==> config.mk <==
export PLATFORM = sky130hd
export DESIGN_NAME = sat_counter
export DESIGN_NICKNAME = d
export VERILOG_FILES = /design/src/rtl/count_sequence_checker_sat_counter.sv
export SDC_FILE = /design/constraint.sdc
export NUM_CORES = 1
export LEC_CHECK = 0
export CAP_MARGIN = 20
export CORE_AREA = 2 2 39 41
export CTS_CLUSTER_SIZE = 12
export DETAILED_ROUTE_END_ITERATION = 10
export DIE_AREA = 0 0 41 43
export DONT_BUFFER_PORTS = 1
export SLEW_MARGIN = 20
export SYNTH_ARGS = -nofsm -noshare
export SYNTH_HDL_FRONTEND = slang
export SYNTH_SLANG_ARGS = --single-unit
==> constraint.sdc <==
create_clock -name clk -period 1.7 [get_ports clk]
set_clock_uncertainty 0.05 [all_clocks]
set_input_delay 0.085 -clock clk [delete_from_list [all_inputs] [get_ports clk]]
set_output_delay 0.085 -clock clk [all_outputs]
set_load 0.005 [all_outputs]
==> src/rtl/count_sequence_checker_sat_counter.sv <==
// Saturating up-counter used for the wrap and error tallies; clr beats inc.
module sat_counter #(
    parameter int W = 8
) (
    input  logic         clk,
    input  logic         reset,
    input  logic         clr,
    input  logic         inc,
    output logic [W-1:0] q
);

    always_ff @(posedge clk) begin
        if (reset) begin
            q <= '0;
        end else if (clr) begin
            q <= '0;
        end else if (inc && (q != {W{1'b1}})) begin
            q <= q + {{(W-1){1'b0}}, 1'b1};
        end
    end

endmodule

==> results_dict.tcl, run 1 <==
set metrics [dict create \
    yosys_most_used_dff "dfxtp_1" \
    drive_above_1_share 0.0980 \
    core_um2 1380 \
    r2r_start "q[0]$_SDFFE_PP0P_" \
    hold_class "in -> reg" \
    io_buffers 0 \
    yosys-top-cells-count "dfxtp_1, nand2_1, a21oi_1, mux2i_1" \
    vdd_ir_drop_max_mv 0.266 \
    max_clock_freq_mhz 664 \
    worst-path-stages 4 \
    hold-path-cell-count 2 \
    path_clk_slew_ps 50 \
    arrival_ps 1610 \
    drc 0 \
    synth_nets 52 \
    layout.nets 58 \
    max_slew.worst_pin.slew_ps 434 \
    yosysMostFrequentCell "dfxtp_1" \
    hold_viol_final 0 \
    antenna_found_initial 0 \
    cp.required_ps 1800 \
    wire_per_inst_um 13.8 \
    crit_fanout 5 \
    synth_largest_area_cell "dfxtp_1" \
    synth_cells 47 \
    clock_path_buffers 2 \
    tns_ps 0 \
    track_usage 0.134 \
    vias_per_cell 5.37 \
    htreeDepth 1 \
    yosysWarnings 0 \
    rsz0062_at_grt "false" \
    ys_async_sr_fraction 0 \
    avgSynthCellArea_um2 9.26 \
    grt_pass1_wl_um 1570 \
    final_core_util 0.354 \
    period_minus_slack_ps 1510 \
    numCtsBuffers 3 \
    critPathSlowestCell "dfxtp_1" \
    ff2ff_setup_slack_ps 190 \
    max-slew-margin-rel 0.710 \
    maxSlewViolCount 0 \
    diodes 0 \
    final_antenna_net_count 0 \
    min_from "inc" \
    synth_edf_count 0 \
    worstSetupPathType "reg -> reg" \
    cts-root-buf "clkbuf_4" \
    cts_resized 0 \
    grt_max_degree 9 \
    ff2ff_path_depth 4 \
    hold-worst-slack_ps 8.14 \
    finalWirelength_um 923 \
    hpwl_um 655 \
    setup.worst_path.start_class "flop" \
    num_vias 360 \
    dieArea_um2 1760 \
    critical_path_buf_inv_count 0 \
    dieHeight_um 43 \
    overflow 0 \
    drt-initial-drc-count 8 \
    status "finished, final reports clean" \
    reg_top3 "q x8" \
    io_pins 12 \
    start_util 0.315 \
    min_period_over_period 0.886 \
    netlist_area_um2 435 \
    die_w_um 41 \
    synth_top_area_share 0.368 \
    cap_viol_max_count 0 \
    synthToLayoutAreaGrowth_pct 12.6 \
    first_global_vias 350 \
    synth.area.top_cells "dfxtp_1, mux2i_1, a2111oi_4" \
    setup_viol 0 \
    critPathCaptureType "flop" \
    cpPeakStageDelay_ps 400 \
    pre_cts_slack_ps 180 \
    leakage_nw 0.178 \
    largest_reg_flops 8 \
    gp_congestion 0.673 \
    rr_endpoint "q[6]$_SDFFE_PP0P_" \
    ys_types 21 \
    cts_tree "yes" \
    worstPathCellList "ha_1 > nand3_1 > or4_1 > and3_1" \
    yosys_register_bits 8 \
    clkLatencyLatePin_ps 260 \
    powerDensity_nw_per_um2 727 \
    power.total_uw 357 \
    cpLargestDelayFamily "simple AND/OR/NAND/NOR gates" \
    cts_sinks 8 \
    firstDrtPassIters 4 \
    final.setup.worst_slack_ps 194 \
    fp-row-count 14 \
    regMostFlops "q" \
    ys_seq_area_frac 0.368 \
    min_to "q[2]$_SDFFE_PP0P_" \
]
==> area by class of cell <==
class                           instances  area [um2]
Tap cell                               16        20.0
Clock buffer                            3        22.5
Timing Repair Buffer                    2        20.0
Fill cell                             141         893
Multi-Input combinational cell         37         264
Sequential cell                         8         160
Inverter                                1        3.75
==> where the power goes <==
group	internal, mW	switching, mW	total [mW]
Combinational	0.00815	0.00970	0.0179
Sequential	0.189	0.00210	0.191
Clock	0.0809	0.0666	0.148
Total	0.278	0.0784	0.357
==> cell usage in the layout (no fill, tap or decap), types with 2 or more instances in the layout <==
master | Yosys | layout
and4_1 | 2 | 2
nand3_1 | 2 | 2
and3_1 | 3 | 3
dfxtp_1 | 8 | 8
or3_1 | 3 | 3
clkbuf_4 | 0 | 3
nand2_1 | 6 | 6
dlygate4sd3_1 | 0 | 2
mux2i_1 | 4 | 4
a21boi_1 | 2 | 2
nand4_1 | 2 | 2
a21oi_1 | 4 | 4
==> per-stage QoR <==
step	area (um2)	instances
2_1_floorplan	435	47
3_3_place_gp	448	62
3_5_place_dp	448	62
4_1_cts	490	67
5_1_grt	490	67
6_report	490	67
==> cell families (layout without fill, tap and decap cells) <==
| logic type | count (synthesis) | count (layout) | synth area share |
|---|---|---|---|
| and+or+nand+nor | 22 | 22 | 0.290 |
| AOI/OAI and AO/OA | 10 | 10 | 0.195 |
| DFF | 8 | 8 | 0.368 |
| muxes | 4 | 4 | 0.0920 |
| buffers and inverters | 2 | 6 | 0.0259 |
| adders and majority gates | 1 | 1 | 0.0287 |
==> worst register-to-register path, cell delays in order (launching register included) <==
cell	delay, ps
dfxtp_1	400
ha_1	250
nand3_1	120
or4_1	400
and3_1	180
==> layer usage <==
| layer | vias up | wire, um | global-route usage |
|---|---|---|---|
| met2 | 8 | 452 | 0.178 |
| met1 | 160 | 421 | 0.184 |
| met5 | - | 0 | 0 |
| li1 | 190 | - | - |
| met3 | 2 | 31 | 0.0366 |
| met4 | 0 | 18 | 0.0800 |
==> what timing repair did <==
item / in CTS / in global routing
hold buffers: 2 / 0
hold endpoints to repair: 5 / 0
endpoints found under the setup margin: 0 / 0
setup buffers: 0 / 0
==> worst max path at each step <==
stage / start / to / slack (ps)
floorplan: q[0]$_SDFFE_PP0P_ / q[6]$_SDFFE_PP0P_ / 290
global placement: q[0]$_SDFFE_PP0P_ / q[6]$_SDFFE_PP0P_ / 210
detailed placement: q[0]$_SDFFE_PP0P_ / q[6]$_SDFFE_PP0P_ / 180
CTS: q[0]$_SDFFE_PP0P_ / q[6]$_SDFFE_PP0P_ / 180
global route: q[0]$_SDFFE_PP0P_ / q[6]$_SDFFE_PP0P_ / 100
finish: q[0]$_SDFFE_PP0P_ / q[6]$_SDFFE_PP0P_ / 190
Note: power is estimated with default switching activity, not from simulation.
==> run 2: changes to the inputs <==
--- a/config.mk
+++ b/config.mk
@@ -6,11 +6,14 @@
 export NUM_CORES = 1
 export LEC_CHECK = 0
 export CAP_MARGIN = 20
+export CELL_PAD_IN_SITES_DETAIL_PLACEMENT = 0
+export CELL_PAD_IN_SITES_GLOBAL_PLACEMENT = 1
 export CORE_AREA = 2 2 39 41
 export CTS_CLUSTER_SIZE = 12
 export DETAILED_ROUTE_END_ITERATION = 10
 export DIE_AREA = 0 0 41 43
 export DONT_BUFFER_PORTS = 1
+export PLACE_DENSITY_LB_ADDON = 0.1
 export SLEW_MARGIN = 20
 export SYNTH_ARGS = -nofsm -noshare
 export SYNTH_HDL_FRONTEND = slang
==> results_dict.tcl, run 2 (synthesis results as in run 1) <==
set metrics [dict create \
    critical_path_buf_inv_count 0 \
    clock_power_share 0.411 \
    clkLatencyLatePin_ps 250 \
    pre_cts_slack_ps 149 \
    power_frac_seq 0.532 \
    final_antenna_net_count 0 \
    combinationalPowerShare 0.057 \
    tns_ps 0 \
    status "finished, final reports clean" \
    drt-initial-drc-count 4 \
    grt_max_degree 8 \
    p_switching_uw 80.1 \
    power.total_uw 360 \
    critPathSlowestCell "or4_1" \
    hpwl_um 761 \
    regMostFlops "q" \
    layout.nets 60 \
    powerDensity_nw_per_um2 709 \
    cts_sinks 8 \
    drc 0 \
    core_um2 1380 \
    worstPathCellList "ha_1 > nand3_1 > or4_1 > and3_1" \
    layout.cells.non_filler 69 \
    hold_class "in -> reg" \
    final_common_cell "dfxtp_1" \
    cts_tree "yes" \
    hold_viol_final 0 \
    min_period_over_period 0.916 \
    gp_congestion 0.660 \
    numCtsBuffers 3 \
    reg_top3 "q x8" \
    drive_above_1_share 0.113 \
    synthToLayoutAreaGrowth_pct 16.7 \
    io_buffers 0 \
    cap_viol_max_count 0 \
    swShare 0.222 \
    start_util 0.315 \
    finalWirelength_um 1050 \
    arrival_ps 1660 \
    period_minus_slack_ps 1560 \
    firstDrtPassIters 4 \
    cp.required_ps 1800 \
    max-slew-margin-rel 0.679 \
    rsz0062_at_grt "false" \
    mostFrequentLayoutCells "dfxtp_1, nand2_1, mux2i_1, a21oi_1" \
    worstSetupPathType "reg -> reg" \
    fp-row-count 14 \
    max_slew.worst_pin.slew_ps 479 \
    grt_pass1_wl_um 1640 \
    io_pins 12 \
    antenna_found_initial 0 \
    track_usage 0.145 \
    clock_path_buffers 2 \
    hold-worst-slack_ps 56.4 \
    holdBufCountCts 3 \
    leakage_nw 0.188 \
    dieHeight_um 43 \
    cts_setup_buffers 0 \
    cpLargestDelayFamily "simple AND/OR/NAND/NOR gates" \
    num_vias 388 \
    crit_fanout 5 \
    largest_reg_flops 8 \
    first_global_vias 382 \
    htreeDepth 1 \
    maxSlewViolCount 0 \
    diodes 0 \
    dp_cells 63 \
    critPathCaptureType "flop" \
    setup_viol 0 \
    overflow 0 \
    die_w_um 41 \
    cts_resized 0 \
    wire_per_inst_um 15.2 \
    p_int_uw 280 \
    final.setup.worst_slack_ps 144 \
    cts-root-buf "clkbuf_4" \
    path_clk_slew_ps 60 \
    max_clock_freq_mhz 642 \
    setup.worst_path.start_class "flop" \
    dieArea_um2 1760 \
    vdd_ir_drop_max_mv 0.431 \
    cpPeakStageDelay_ps 420 \
    vias_per_cell 5.62 \
]
==> run 2: final timing paths <==
kind	startpoint	to	slack, ps	cells after the start
max	q[0]$_SDFFE_PP0P_	q[6]$_SDFFE_PP0P_	140	4
min	inc	q[4]$_SDFFE_PP0P_	60	3
max reg2reg	q[0]$_SDFFE_PP0P_	q[6]$_SDFFE_PP0P_	140	4
min reg2reg	q[1]$_SDFFE_PP0P_	q[1]$_SDFFE_PP0P_	460	2
==> run 2: cell type report <==
type                       count  area (um2)
multi-input combinational     37         264
sequential                     8         160
tap                           16        20.0
timing repair buffer           4        37.5
fill                         149         876
inverter                       1        3.75
clock buffer                   3        22.5
==> run 2: power groups by stage <==
stage	combinational (mW)	sequential [mW]	clock, mW
floorplan	0.00890	0.195	0
global placement	0.0105	0.195	0
detailed placement	0.0111	0.196	0
CTS	0.0207	0.191	0.153
global route	0.0227	0.192	0.165
finish	0.0205	0.191	0.148
==> run 2: tightest hold or removal path, cell delays in order <==
cell and delay (ps):
nand4_1 70, a21oi_1 50, mux2i_1 100
==> run 2: layer usage <==
layer,global-route usage,up-vias,routed length [um]
met1,0.165,185,473
li1,-,193,-
met3,0.105,2,49
met2,0.200,8,511
met5,0,-,0
met4,0.0600,0,11
==> run 2: metrics by stage <==
step	util	instance area [um2]
global route	0.367	508
floorplan	-	435
detailed placement	0.329	455
finish	0.367	508
CTS	0.367	508
global placement	0.329	455
==> run 3: changes to the inputs <==
--- a/config.mk
+++ b/config.mk
@@ -5,6 +5,7 @@
 export SDC_FILE = /design/constraint.sdc
 export NUM_CORES = 1
 export LEC_CHECK = 0
+export ABC_AREA = 1
 export CAP_MARGIN = 20
 export CELL_PAD_IN_SITES_DETAIL_PLACEMENT = 0
 export CELL_PAD_IN_SITES_GLOBAL_PLACEMENT = 1
==> constraint.sdc (replaced) <==
create_clock -name clk -period 1.97 [get_ports clk]
set_clock_uncertainty 0.05 [all_clocks]
set_input_delay 0.0985 -clock clk [delete_from_list [all_inputs] [get_ports clk]]
set_output_delay 0.0985 -clock clk [all_outputs]
set_load 0.005 [all_outputs]
==> results_dict.tcl, run 3 <==
set metrics [dict create \
    status "finished, final reports clean" \
    max_clock_freq_mhz 748 \
    worstSetupPathType "reg -> reg" \
    vdd_ir_drop_max_mv 0.280 \
    min_to "q[7]$_SDFFE_PP0P_" \
    track_usage 0.145 \
    drt-initial-drc-count 4 \
    cp.required_ps 2060 \
    ff2ff_path_depth 6 \
    firstDrtPassIters 2 \
    regMostFlops "q" \
    cpPeakStageDelay_ps 440 \
    overflow 0 \
    cts-root-buf "clkbuf_4" \
    rr_endpoint "q[1]$_SDFFE_PP0P_" \
    setup_viol 0 \
    antenna_found_initial 0 \
    clock_power_share 0.399 \
    period_minus_slack_ps 1340 \
    min_from "inc" \
    synthToLayoutAreaGrowth_pct 10.6 \
    critPathSlowestCell "dfxtp_1" \
    max-slew-margin-rel 0.626 \
    n_fill_cell 174 \
    start_util 0.333 \
    diodes 0 \
    critical_path_buf_inv_count 1 \
    tns_ps 0 \
    crit_fanout 10 \
    yosys_most_used_dff "dfxtp_1" \
    grt_pass1_wl_um 1700 \
    largest_reg_flops 8 \
    netlist_area_um2 460 \
    worstPathCellList "ha_1 > nand2_1 > inv_2 > nand3_4 > a21oi_1 > nor2_1" \
    max_slew.worst_pin.slew_ps 559 \
    wire_per_inst_um 11.2 \
    postPlaceCellArea_um2 477 \
    synth_top_area_share 0.348 \
    final_antenna_net_count 0 \
    synth_edf_count 0 \
    drc 0 \
    r2r_start "q[0]$_SDFFE_PP0P_" \
    ys_async_sr_fraction 0 \
    yosysMostFrequentCell "nand2_1" \
    critPathCaptureType "flop" \
    dp_cells 88 \
    ff_latch_area_um2 160 \
    avgSynthCellArea_um2 6.31 \
    hold-worst-slack_ps 7.09 \
    rsz0062_at_grt "false" \
    first_global_vias 397 \
    fp-row-count 14 \
    core_um2 1380 \
    layout.nets 83 \
    yosysWarnings 0 \
    synth.area.top_cells "dfxtp_1, nand2_1, nor2_1" \
    clkLatencyLatePin_ps 250 \
    mostFrequentLayoutCells "nand2_1, nor2_1, nand3_1" \
    dieArea_um2 1760 \
    p_int_uw 244 \
    hold_viol_final 0 \
    multi_input_area_um2 263 \
    reg_top3 "q x8" \
    hold-path-cell-count 3 \
    path_clk_slew_ps 60 \
    finalWirelength_um 1030 \
    maxSlewViolCount 0 \
    min_period_over_period 0.679 \
    htreeDepth 1 \
    hold_class "in -> reg" \
    swShare 0.237 \
    dieHeight_um 43 \
    cts_sinks 8 \
    layout.cells.non_filler 92 \
    numCtsBuffers 3 \
    cap_viol_max_count 0 \
    arrival_ps 1430 \
    leakage_nw 0.207 \
    drive_above_1_share 0.105 \
    holdBufCountCts 1 \
    power_frac_seq 0.533 \
    vias_per_cell 4.85 \
    p_switching_uw 75.7 \
    final_common_cell "nand2_1" \
    setup.worst_path.start_class "flop" \
    powerDensity_nw_per_um2 627 \
    cts_resized 0 \
    ff2ff_setup_slack_ps 630 \
    fin_area_um2 509 \
    synth_largest_area_cell "dfxtp_1" \
    hpwl_um 754 \
    io_pins 12 \
    cts_setup_buffers 0 \
    grt_max_degree 11 \
    gp_congestion 0.680 \
    clock_path_buffers 2 \
    yosys-top-cells-count "nand2_1, nor2_1, nand3_1" \
    synth_nets 78 \
    combinationalPowerShare 0.068 \
    yosys_register_bits 8 \
    num_vias 446 \
    synth_cells 73 \
    die_w_um 41 \
    cpLargestDelayFamily "flip-flops" \
    ys_types 14 \
    io_buffers 0 \
    ys_seq_area_frac 0.348 \
    cts_tree "yes" \
]
## run 3: cell types whose count changed after synthesis, moves of 2 or more
| cell | before | now |
|---|---|---|
| and3_1 | 3 | 0 |
| inv_2 | 0 | 2 |
| or3_1 | 3 | 0 |
| nand3_1 | 2 | 9 |
| and4_1 | 2 | 0 |
| a21boi_1 | 2 | 0 |
| a21oi_1 | 4 | 6 |
| inv_1 | 1 | 7 |
| mux2i_1 | 4 | 0 |
| nand2_1 | 6 | 18 |
| nor2_1 | 1 | 15 |
## run 3: per-layer routing
metal | vias to the layer above | routed length (um) | global-route usage | share of wire
li1 | 241 | - | - | -
met1 | 194 | 474 | 0.177 | 0.46
met2 | 9 | 502 | 0.206 | 0.49
met3 | 2 | 50 | 0.0733 | 0.048
met4 | 0 | 5 | 0.0600 | 0.0048
met5 | - | 0 | 0 | 0
## run 3: worst max-delay path by stage
stage / startpoint / to / slack, ps / cells after the start
after floorplan: q[0]$_SDFFE_PP0P_ / q[0]$_SDFFE_PP0P_ / 770 / 6
after global placement: q[0]$_SDFFE_PP0P_ / q[3]$_SDFFE_PP0P_ / 660 / 6
after detailed placement: q[0]$_SDFFE_PP0P_ / q[3]$_SDFFE_PP0P_ / 650 / 6
after CTS: q[0]$_SDFFE_PP0P_ / q[3]$_SDFFE_PP0P_ / 630 / 6
after global routing: q[0]$_SDFFE_PP0P_ / q[0]$_SDFFE_PP0P_ / 490 / 6
final: q[0]$_SDFFE_PP0P_ / q[1]$_SDFFE_PP0P_ / 630 / 6
## run 3: power groups by stage
stage / Sequential, mW / Clock, mW / Combinational [mW]
5_1_grt: 0.171 / 0.148 / 0.0264
4_1_cts: 0.170 / 0.135 / 0.0225
2_1_floorplan: 0.173 / 0 / 0.0179
3_5_place_dp: 0.174 / 0 / 0.0188
6_report: 0.170 / 0.127 / 0.0218
3_3_place_gp: 0.174 / 0 / 0.0188
## run 3: layout make-up
type / instances / share of cell area
Clock buffer: 3 / 0.0442
Timing Repair Buffer: 1 / 0.0197
Inverter: 9 / 0.0663
Sequential cell: 8 / 0.314
Tap cell: 16 / 0.0393
Multi-Input combinational cell: 55 / 0.516
## run 3: through the flow
stage          utilization  worst slack [ps]  total power, mW
6_report             0.368               632            0.319
5_1_grt              0.368               487            0.345
4_1_cts              0.368               635            0.328
3_5_place_dp         0.344               647            0.193
3_3_place_gp         0.344               661            0.193
2_1_floorplan            -               770            0.190
## run 3: worst reg2reg max path, delay by kind of cell, from the launching register on
family                     cells  cell delay (ps)
AOI/OAI and AO/OA              1              150
and+or+nand+nor                3              280
DFF                            1              440
buffers and inverters          1              110
adders and majority gates      1              210
## run 3: cell families after synthesis
| group | after synthesis | share of synthesized area |
|---|---|---|
| adder cells (fa/ha/maj) | 1 | 0.0272 |
| flip-flops | 8 | 0.348 |
| AND/OR/NAND/NOR | 46 | 0.457 |
| buffers and inverters | 10 | 0.0815 |
| AO/OA/AOI/OAI | 8 | 0.0870 |
